--- src/rtl/spi_ram_pkg.sv ---
// Shared types for the SPI-to-RAM bridge: frame command codes, FSM states
// and a small width helper used to size the serial payload.
package spi_ram_pkg;

  typedef enum logic [1:0] {
    CMD_WADDR = 2'b00,
    CMD_WDATA = 2'b01,
    CMD_RADDR = 2'b10,
    CMD_RDATA = 2'b11
  } cmd_e;

  typedef enum logic [1:0] {
    IDLE    = 2'b00,
    RECV    = 2'b01,
    RD_WAIT = 2'b10,
    TX      = 2'b11
  } state_e;

  function automatic int max_int(input int a, input int b);
    return (a > b) ? a : b;
  endfunction

endpackage

--- src/rtl/spi_ram_bridge_if.sv ---
// Serial-side signals of the SPI-to-RAM bridge; the master drives MOSI/SS_n,
// the bridge (slave) drives MISO and the err pulse.
interface spi_ram_bridge_if;
  logic MOSI;
  logic SS_n;
  logic MISO;
  logic err;

  modport master (output MOSI, output SS_n, input MISO, input err);
  modport slave  (input MOSI, input SS_n, output MISO, output err);
endinterface

--- src/rtl/spi_ram_mem.sv ---
// Simple dual-port RAM for the bridge: synchronous write, registered read,
// contents deliberately left unreset so it maps onto block RAM.
module spi_ram_mem #(
  parameter int ADDR_W    = 8,
  parameter int DATA_W    = 8,
  parameter int MEM_DEPTH = 256
) (
  input  logic              clk,
  input  logic              we,
  input  logic [ADDR_W-1:0] waddr,
  input  logic [DATA_W-1:0] wdata,
  input  logic              re,
  input  logic [ADDR_W-1:0] raddr,
  output logic [DATA_W-1:0] rdata
);

  logic [DATA_W-1:0] mem [MEM_DEPTH];

  always_ff @(posedge clk) begin
    if (we) begin
      mem[waddr] <= wdata;
    end
    if (re) begin
      rdata <= mem[raddr];
    end
  end

endmodule

--- src/rtl/spi_ram_bridge.sv ---
// SPI-style serial front end to a small RAM: 2 command bits + payload per frame.
// Define SPI_RAM_BURST_EN to auto-increment address registers after each data access.
module spi_ram_bridge
  import spi_ram_pkg::*;
#(
  parameter int ADDR_W    = 8,
  parameter int DATA_W    = 8,
  parameter int MEM_DEPTH = 256
) (
  input  logic             clk,
  input  logic             rst,
  spi_ram_bridge_if.slave  bus
);

  localparam int PW = max_int(ADDR_W, DATA_W);
  localparam int FW = PW + 2;
  localparam int CW = $clog2(FW + 1);
  localparam logic [ADDR_W:0]   DEPTH_L   = (ADDR_W + 1)'(MEM_DEPTH);
  localparam logic [DATA_W-1:0] MSB_MASK  = DATA_W'(1) << (DATA_W - 1);

  state_e            state_reg,   state_next;
  logic [CW-1:0]     bit_cnt_reg, bit_cnt_next;
  logic [FW-2:0]     shift_reg,   shift_next;
  logic [ADDR_W-1:0] waddr_reg,   waddr_next;
  logic [ADDR_W-1:0] raddr_reg,   raddr_next;
  logic [DATA_W-1:0] wdata_reg,   wdata_next;
  logic              wr_pend_reg, wr_pend_next;
  logic              rd_oor_reg,  rd_oor_next;
  logic              err_reg,     err_next;

  logic [FW-1:0]     shift_in;
  cmd_e              rx_cmd;
  logic              last_bit;
  logic              waddr_ok;
  logic              raddr_ok;
  logic              mem_we;
  logic              mem_re;
  logic [DATA_W-1:0] mem_rdata;

`ifdef SPI_RAM_BURST_EN
  localparam logic [ADDR_W-1:0] LAST_ADDR = ADDR_W'(MEM_DEPTH - 1);

  function automatic logic [ADDR_W-1:0] bump_addr(input logic [ADDR_W-1:0] a);
    return (a >= LAST_ADDR) ? '0 : a + ADDR_W'(1);
  endfunction
`endif

  // The bit sampled this edge completes the word together with the stored bits.
  assign shift_in = {shift_reg, bus.MOSI};
  assign rx_cmd   = cmd_e'(shift_in[FW-1:FW-2]);
  assign last_bit = (bit_cnt_reg == CW'(FW - 1));
  assign waddr_ok = ({1'b0, waddr_reg} < DEPTH_L);
  assign raddr_ok = ({1'b0, raddr_reg} < DEPTH_L);

  assign mem_we = wr_pend_reg && waddr_ok;
  assign mem_re = (state_reg == RD_WAIT) && raddr_ok;

  spi_ram_mem #(
    .ADDR_W    (ADDR_W),
    .DATA_W    (DATA_W),
    .MEM_DEPTH (MEM_DEPTH)
  ) u_mem (
    .clk   (clk),
    .we    (mem_we),
    .waddr (waddr_reg),
    .wdata (wdata_reg),
    .re    (mem_re),
    .raddr (raddr_reg),
    .rdata (mem_rdata)
  );

  always_ff @(posedge clk or posedge rst) begin
    if (rst) begin
      state_reg   <= IDLE;
      bit_cnt_reg <= '0;
      shift_reg   <= '0;
      waddr_reg   <= '0;
      raddr_reg   <= '0;
      wdata_reg   <= '0;
      wr_pend_reg <= 1'b0;
      rd_oor_reg  <= 1'b0;
      err_reg     <= 1'b0;
    end else begin
      state_reg   <= state_next;
      bit_cnt_reg <= bit_cnt_next;
      shift_reg   <= shift_next;
      waddr_reg   <= waddr_next;
      raddr_reg   <= raddr_next;
      wdata_reg   <= wdata_next;
      wr_pend_reg <= wr_pend_next;
      rd_oor_reg  <= rd_oor_next;
      err_reg     <= err_next;
    end
  end

  always_comb begin
    state_next   = state_reg;
    bit_cnt_next = bit_cnt_reg;
    shift_next   = shift_reg;
    waddr_next   = waddr_reg;
    raddr_next   = raddr_reg;
    wdata_next   = wdata_reg;
    wr_pend_next = 1'b0;
    rd_oor_next  = rd_oor_reg;
    err_next     = 1'b0;

    // A completed write frame commits one cycle later, independent of the FSM.
    if (wr_pend_reg) begin
      if (!waddr_ok) begin
        err_next = 1'b1;
      end
`ifdef SPI_RAM_BURST_EN
      waddr_next = bump_addr(waddr_reg);
`endif
    end

    unique case (state_reg)
      IDLE: begin
        bit_cnt_next = '0;
        if (!bus.SS_n) begin
          state_next   = RECV;
          bit_cnt_next = CW'(1);
          shift_next   = {{(FW - 2){1'b0}}, bus.MOSI};
        end
      end

      RECV: begin
        if (bus.SS_n) begin
          state_next   = IDLE;
          bit_cnt_next = '0;
          shift_next   = '0;
          err_next     = 1'b1;
        end else if (last_bit) begin
          state_next   = IDLE;
          bit_cnt_next = '0;
          shift_next   = shift_in[FW-2:0];
          case (rx_cmd)
            CMD_WADDR: waddr_next = shift_in[ADDR_W-1:0];
            CMD_WDATA: begin
              wr_pend_next = 1'b1;
              wdata_next   = shift_in[DATA_W-1:0];
            end
            CMD_RADDR: raddr_next = shift_in[ADDR_W-1:0];
            CMD_RDATA: state_next = RD_WAIT;
          endcase
        end else begin
          bit_cnt_next = bit_cnt_reg + CW'(1);
          shift_next   = shift_in[FW-2:0];
        end
      end

      RD_WAIT: begin
        bit_cnt_next = '0;
        if (bus.SS_n) begin
          state_next = IDLE;
        end else begin
          state_next  = TX;
          rd_oor_next = !raddr_ok;
          err_next    = !raddr_ok;
`ifdef SPI_RAM_BURST_EN
          raddr_next  = bump_addr(raddr_reg);
`endif
        end
      end

      TX: begin
        if (bus.SS_n || (bit_cnt_reg == CW'(DATA_W - 1))) begin
          state_next   = IDLE;
          bit_cnt_next = '0;
        end else begin
          bit_cnt_next = bit_cnt_reg + CW'(1);
        end
      end
    endcase
  end

  // MISO is purely a function of registered state so reset silences it at once.
  assign bus.MISO = (state_reg == TX) && !rd_oor_reg &&
                    (|(mem_rdata & (MSB_MASK >> bit_cnt_reg)));
  assign bus.err  = err_reg;

endmodule

--- src/flat_wrapper.sv ---
// flat-port wrapper written by rule: the top's interface ports become plain ports
module spi_ram_bridge_flat import spi_ram_pkg::*;
#(
  parameter int ADDR_W    = 8,
  parameter int DATA_W    = 8,
  parameter int MEM_DEPTH = 256
)
  (clk, rst, bus_MOSI, bus_SS_n, bus_MISO, bus_err);
  spi_ram_bridge_if bus_i ();
  input  logic clk;
  input  logic rst;
  input wire logic [$bits(bus_i.MOSI)-1:0] bus_MOSI;
  input wire logic [$bits(bus_i.SS_n)-1:0] bus_SS_n;
  output wire logic [$bits(bus_i.MISO)-1:0] bus_MISO;
  output wire logic [$bits(bus_i.err)-1:0] bus_err;
  assign bus_i.MOSI = bus_MOSI;
  assign bus_i.SS_n = bus_SS_n;
  assign bus_MISO = bus_i.MISO;
  assign bus_err = bus_i.err;
  spi_ram_bridge #(.ADDR_W(ADDR_W), .DATA_W(DATA_W), .MEM_DEPTH(MEM_DEPTH)) u_core (.clk(clk), .rst(rst), .bus(bus_i));
endmodule
--- config.mk ---
export PLATFORM = sky130hd
export DESIGN_NAME = spi_ram_bridge_flat
export DESIGN_NICKNAME = d
export VERILOG_FILES = /design/src/rtl/spi_ram_pkg.sv /design/src/rtl/spi_ram_bridge_if.sv /design/src/rtl/spi_ram_mem.sv /design/src/rtl/spi_ram_bridge.sv /design/src/flat_wrapper.sv
export SDC_FILE = /design/constraint.sdc
export NUM_CORES = 2
export LEC_CHECK = 0
export CORE_UTILIZATION = 45
export DETAILED_ROUTE_END_ITERATION = 10
export GPL_TIMING_DRIVEN = 0
export PLACE_DENSITY = 0.68
export SKIP_CTS_REPAIR_TIMING = 1
export SLEW_MARGIN = 20
export SYNTH_ARGS = -nofsm -noshare
export SYNTH_HDL_FRONTEND = slang
export SYNTH_SLANG_ARGS = --single-unit
--- constraint.sdc ---
create_clock -name clk -period 4.58 [get_ports clk]
set_clock_uncertainty 0.05 [all_clocks]
set_input_delay 0.916 -clock clk [delete_from_list [all_inputs] [get_ports clk]]
set_output_delay 0.916 -clock clk [all_outputs]
set_load 0.01 [all_outputs]
# Word-level counts from Yosys, hierarchy flattened
# Memories as Yosys holds them, arrays and structs flattened. A register that Yosys moved wholly into a read port is not among the register bits.
# Cells that the tools add are included.
dict set report word_totals {
  reg_bits 41
  latchBits 0
  ram_bits 2048
  romBits 0
  input_bits 4
  output_inout_bits 2
  wordCells 58
  n_memories 1
}
dict set report op_classes {
  add_sub_neg 1
  multipliers 0
  div_mod_pow 0
  magnitude_cmp 0
  n_eq_ne 11
  n_shift 1
  muxes 23
  bitwise 2
  n_reduce_logical 11
}
# memory depth width rd rd_clocked_by_memory_dff write_ports line
set mem_list {}
lappend mem_list {u_core.u_mem.mem 256 8 1 1 1 spi_ram_mem.sv:17} ;# logic [DATA_W-1:0] mem [MEM_DEPTH];
# op n
set op_table {}
lappend op_table {{two-way mux 9 bit} 2}
lappend op_table {{one-hot mux 9 bit (2 select lines)} 1}
lappend op_table {{one-hot mux 4 bit (4 select lines)} 1}
lappend op_table {{two-way mux 2 bit} 6}
lappend op_table {{two-way mux 4 bit} 3}
lappend op_table {{AND reduction 4 bit} 3}
lappend op_table {{two-way mux 1 bit} 9}
lappend op_table {{bitwise AND 8 bit} 1}
lappend op_table {{equality test 2 bit, second input constant} 4}
lappend op_table {{one-hot mux 2 bit (4 select lines)} 1}
lappend op_table {{OR reduction 8 bit} 1}
lappend op_table {{right shift 8 x 4 -> 8 bit, first input constant} 1}
lappend op_table {{adder 4 x 1 -> 4 bit, second input constant} 1}
lappend op_table {{equality test 2 x 1 -> 1 bit, second input constant} 2}
lappend op_table {{equality test 4 x 3 -> 1 bit, second input constant} 1}
lappend op_table {{equality test 4 bit, second input constant} 1}
lappend op_table {{zero test 2 bit} 2}
lappend op_table {{!= test 3 x 2 -> 1 bit, second input constant} 1}
lappend op_table {{AND reduction 3 bit} 1}
lappend op_table {{!= test 2 x 1 -> 1 bit, second input constant} 1}
lappend op_table {{!= test 2 bit, second input constant} 1}
lappend op_table {{AND reduction 2 bit} 1}
lappend op_table {{nonzero test 2 bit} 1}
lappend op_table {{logical AND 1 bit} 1}
lappend op_table {{2 further kinds} 2}

# Depth between registers and ports, before layout
dict set report logic_depth {
  depth_word 5
  depth_mapped 12
  ltp_nobuf 7
}

# Modules after synthesis
# From an unflattened synthesis, not the netlist that was laid out.
dict set report unflattened {
  cells_unflattened 3855
  area_unflattened_um2 81406.8
}
# mod instances cells_per_inst area_each_um2 seq_area_each_um2
set by_module_without_submodules {}
lappend by_module_without_submodules {spi_ram_mem 1 3733 79636.4 61739.2}
lappend by_module_without_submodules {spi_ram_bridge 1 122 1770.4 1026.0}

# Worst setup path before layout
# Ideal clock, no wire load.
dict set report synth_timing {
  path_type {reg-to-reg}
  startpoint {register u_core.wdata_reg[0]}
  endpoint {memory u_core.u_mem.mem[0][0], data pin}
  setup_ns 0.803
  arrival_ns 3.179
  path_slack_ns 0.548
  path_stages_with_launch 1
  path_buffers 0
  period_less_slack_ns 4.032
  path_cell_list {dfrtp_1}
}
# item line
set synth_rtl {}
lappend synth_rtl {{start, declared} spi_ram_bridge.sv:26} ;# logic [DATA_W-1:0] wdata_reg, wdata_next;
lappend synth_rtl {{start signal, assigned} spi_ram_bridge.sv:89} ;# wdata_reg <= wdata_next;
lappend synth_rtl {{end, declared} spi_ram_mem.sv:17}
# No word-level cell before the write port.

==> results.md <==
* Filler Cell Count at 14,000
* Leakage at 33.9 nW
* Critical path buffers and inverters at 2
* FF+latch count, synth at 2,097
* Endpoints failing hold at 0
* Min Hold Slack at 0.220 ns
* Area leader, netlist: edfxtp_1
* Met2 usage at 43.2%
* IO Port Bufs at 5
* Via count at 46,200
* CTS sink cnt at 2,097
* Avg WL per Cell at 41.4 µm
* CP required at 5.15 ns
* Crit-path max cell delay at 1.05 ns
* Dpl ws at -0.604 ns
* GRT Overall Usage at 30.4%
* Drt first-iter violations at 9,295
* # H-tree levels at 4
* Register area share after synthesis at 76.8%
* Met3 usage at 12.5%
* Slowest stage cell on the critical path: dfrtp_1
* Worst-Margin Slew at 1.29 ns
* Largest delay share family, worst path: buffers and inverters
* Worst setup path class: register to register
* GRT met1 Usage at 38.6%
* Post-synth top area share at 75.5%
* Vias per Instance at 6.79
* Boundary pin count at 6
* Worst Path Arrival at 5.49 ns
* Crit path cell chain: clkbuf_1 > clkbuf_1 > o311ai_0 > nor2_1 > o32a_1 > o311a_1
* Syn_nets at 4,019
* Sw Ratio at 20.1%
* Gpl congestion at 1.07
* Part of the cycle the worst path needs at 107%
* Core Rows at 156
* Hold crit path type: primary input to async pin
* # setup viols final at 8
* Post-Layout Cell Count at 6,808
* First-pass GRT wire length at 373,000 µm
* Ys flop type: edfxtp_1
* Initial antenna violation count at 16
* Clock insertion delay at the later pin of the skew report at 0.90 ns
* Clock root cell: clkbuf_16
* Synth unique cells at 79
* Initial Util at 45.3%
* Slew Limit Fails at 0
* Antenna viol nets, final at 0
* Clock Path Buffers at 3
* Internal cell power at 29.8 mW
* Fin crit period at 4.91 ns
* Clk slew on worst S/H paths at 0.06 ns
* Final net count at 4,264
* Pin count of the biggest net entering global routing at 78
* Overall power at 37.3 mW
* Setup WS post-layout at -0.334 ns
* NetSw at 7.50 mW
* Yosys warnings at 0
* Violated checks: negative setup slack
* Die Area at 183,000 µm²
* Area Overhead vs Synth at 13.0%
* Placed Cells at 6,421
* Synthesized area at 81,800 µm²
* CP max FO at 10
* Mean Syn Cell Area at 20.4 µm²
* Most frequent cells in the layout: edfxtp_1, mux4_2, nor2_1, mux2i_1, clkbuf_16
* Synth async-reset ratio at 1.96%
* Max Freq at 203 MHz
* Mapped Cells at 4,010
* Gr busiest metal: met2
* Max-Cap Viols at 0
* CP endpoint kind: register
* EDFF count, synth at 2,056
* Maximum VDD drop at 0.455 mV
* Max-Slew Margin vs Limit at 13.5%
* Combinational share of power at 0.2%
* Status: complete, but fails checks
* TritonCTS clock tree: done
* Clock share of power at 44.3%
* CTS Buf Count at 203
* Vias in the first global route at 43,400
* Startpoint Class: register
* Power Dens Cells at 404 nW/µm²
* Die Height at 428 µm
* Die width at 428 µm
* Util after Layout at 51.2%
* Layout cells sized above 1 at 21.8%
* Largest cells by area after synthesis: edfxtp_1, mux4_2, mux2i_1, nor2_1, dfrtp_1
* Number of flip-flops under the largest register name at 2,048
* Placed wire-length estimate at 186,000 µm
* Flop pwr share at 55.6%
* Routed Wire Length at 282,000 µm
* DRC violations left at 0
* CP dominant cell by count: clkbuf_1
* Core area at 181,000 µm²
* Most common cell after layout, fill and taps aside: edfxtp_1
* 1st-pass router iterations at 8
* RSZ-0062 raised after global routing: no
* Gr ovfl total at 0
-- per-layer routing --
| layer | part of all wire, % | vias up |
|---|---|---|
| met4 | 7.6 | 16 |
| met1 | 33 | 23800 |
| met2 | 43 | 4269 |
| li1 | - | 17200 |
| met3 | 16 | 884 |
| met5 | 0.11 | - |
-- logic make-up (layout without fill, tap and decap cells) --
kind of cell / Yosys count / in the layout / share of synthesized area [%]
flip-flops: 2097 / 2097 / 76.8
multiplexers: 640 / 640 / 14.0
AND/OR/NAND/NOR: 540 / 540 / 2.94
AO/OA/AOI/OAI: 472 / 472 / 4.12
buffers and inverters: 254 / 669 / 2.02
adder cells (fa/ha/maj): 5 / 5 / 0.0765
XOR/XNOR: 2 / 2 / 0.0214
other: 0 / 13 / 0
-- through the flow --
stage                     TNS (ns)  area [µm²]
after CTS                    -3.51       92200
after detailed placement     -3.28       85800
after global placement    -6204.44       84800
final                        -1.80       92400
after global routing             0       92300
after floorplan                  0       81800
-- worst reg2reg max path, delay by kind of cell, from the launching register on --
kind / cells / cell delay [ns]
compound gates: 3 / 1.32
buf+inv: 2 / 1.62
flops: 1 / 1.05
simple gates: 1 / 0.61
-- cell type report --
type | count | area (µm²) | area share, %
Sequential cell | 2097 | 62800 | 68.0
Multi-Input combinational cell | 1659 | 17400 | 18.9
Clock buffer | 260 | 5340 | 5.78
Tap cell | 2370 | 2970 | 3.21
Buffer | 243 | 1690 | 1.83
Clock inverter | 115 | 1110 | 1.20
Timing Repair Buffer | 41 | 965 | 1.04
Inverter | 10 | 37.5 | 0.0406
Antenna cell | 13 | 32.5 | 0.0352
-- Yosys cell counts, drive strengths merged, types with 14 or more instances --
library cell,instances
clkbuf,97
a211oi,25
edfxtp,2056
nand3,31
nor2,313
nand4,14
a22oi,103
dfrtp,41
a21oi,81
nand2,71
o22ai,57
a221oi,20
o221ai,45
mux2,24
nor2b,15
mux2i,213
o21ai,40
a31oi,18
nand2b,16
nor3,33
buf,147
mux4,403
a22o,27
-- path summary, 6_finish.rpt --
check / startpoint / slack, ns / endpoint / cells after the start
worst max-delay path: u_core.raddr_reg[5] / -0.33 / u_core.u_mem.rdata[7] / 6
worst min register to register: u_core.state_reg[0] / 0.52 / u_core.state_reg[0] / 1
max in group asynchronous: rst / 3.75 / u_core.wdata_reg[2] / 3
worst max register to register: u_core.raddr_reg[5] / -0.33 / u_core.u_mem.rdata[7] / 6
worst min-delay path: rst / 0.22 / u_core.state_reg[0] / 2
min in group clk: u_core.state_reg[0] / 0.52 / u_core.state_reg[0] / 1
-- power by group through the flow --
stage	Combinational, mW	Sequential (mW)	Clock (mW)
after CTS	0.0572	20.8	16.5
after floorplan	0.0366	21.2	0
after global routing	0.0634	20.7	17.1
after global placement	0.0534	21.2	0
after detailed placement	0.0565	21.2	0
final	0.0562	20.8	16.5
(Power assumes the default switching activity.)
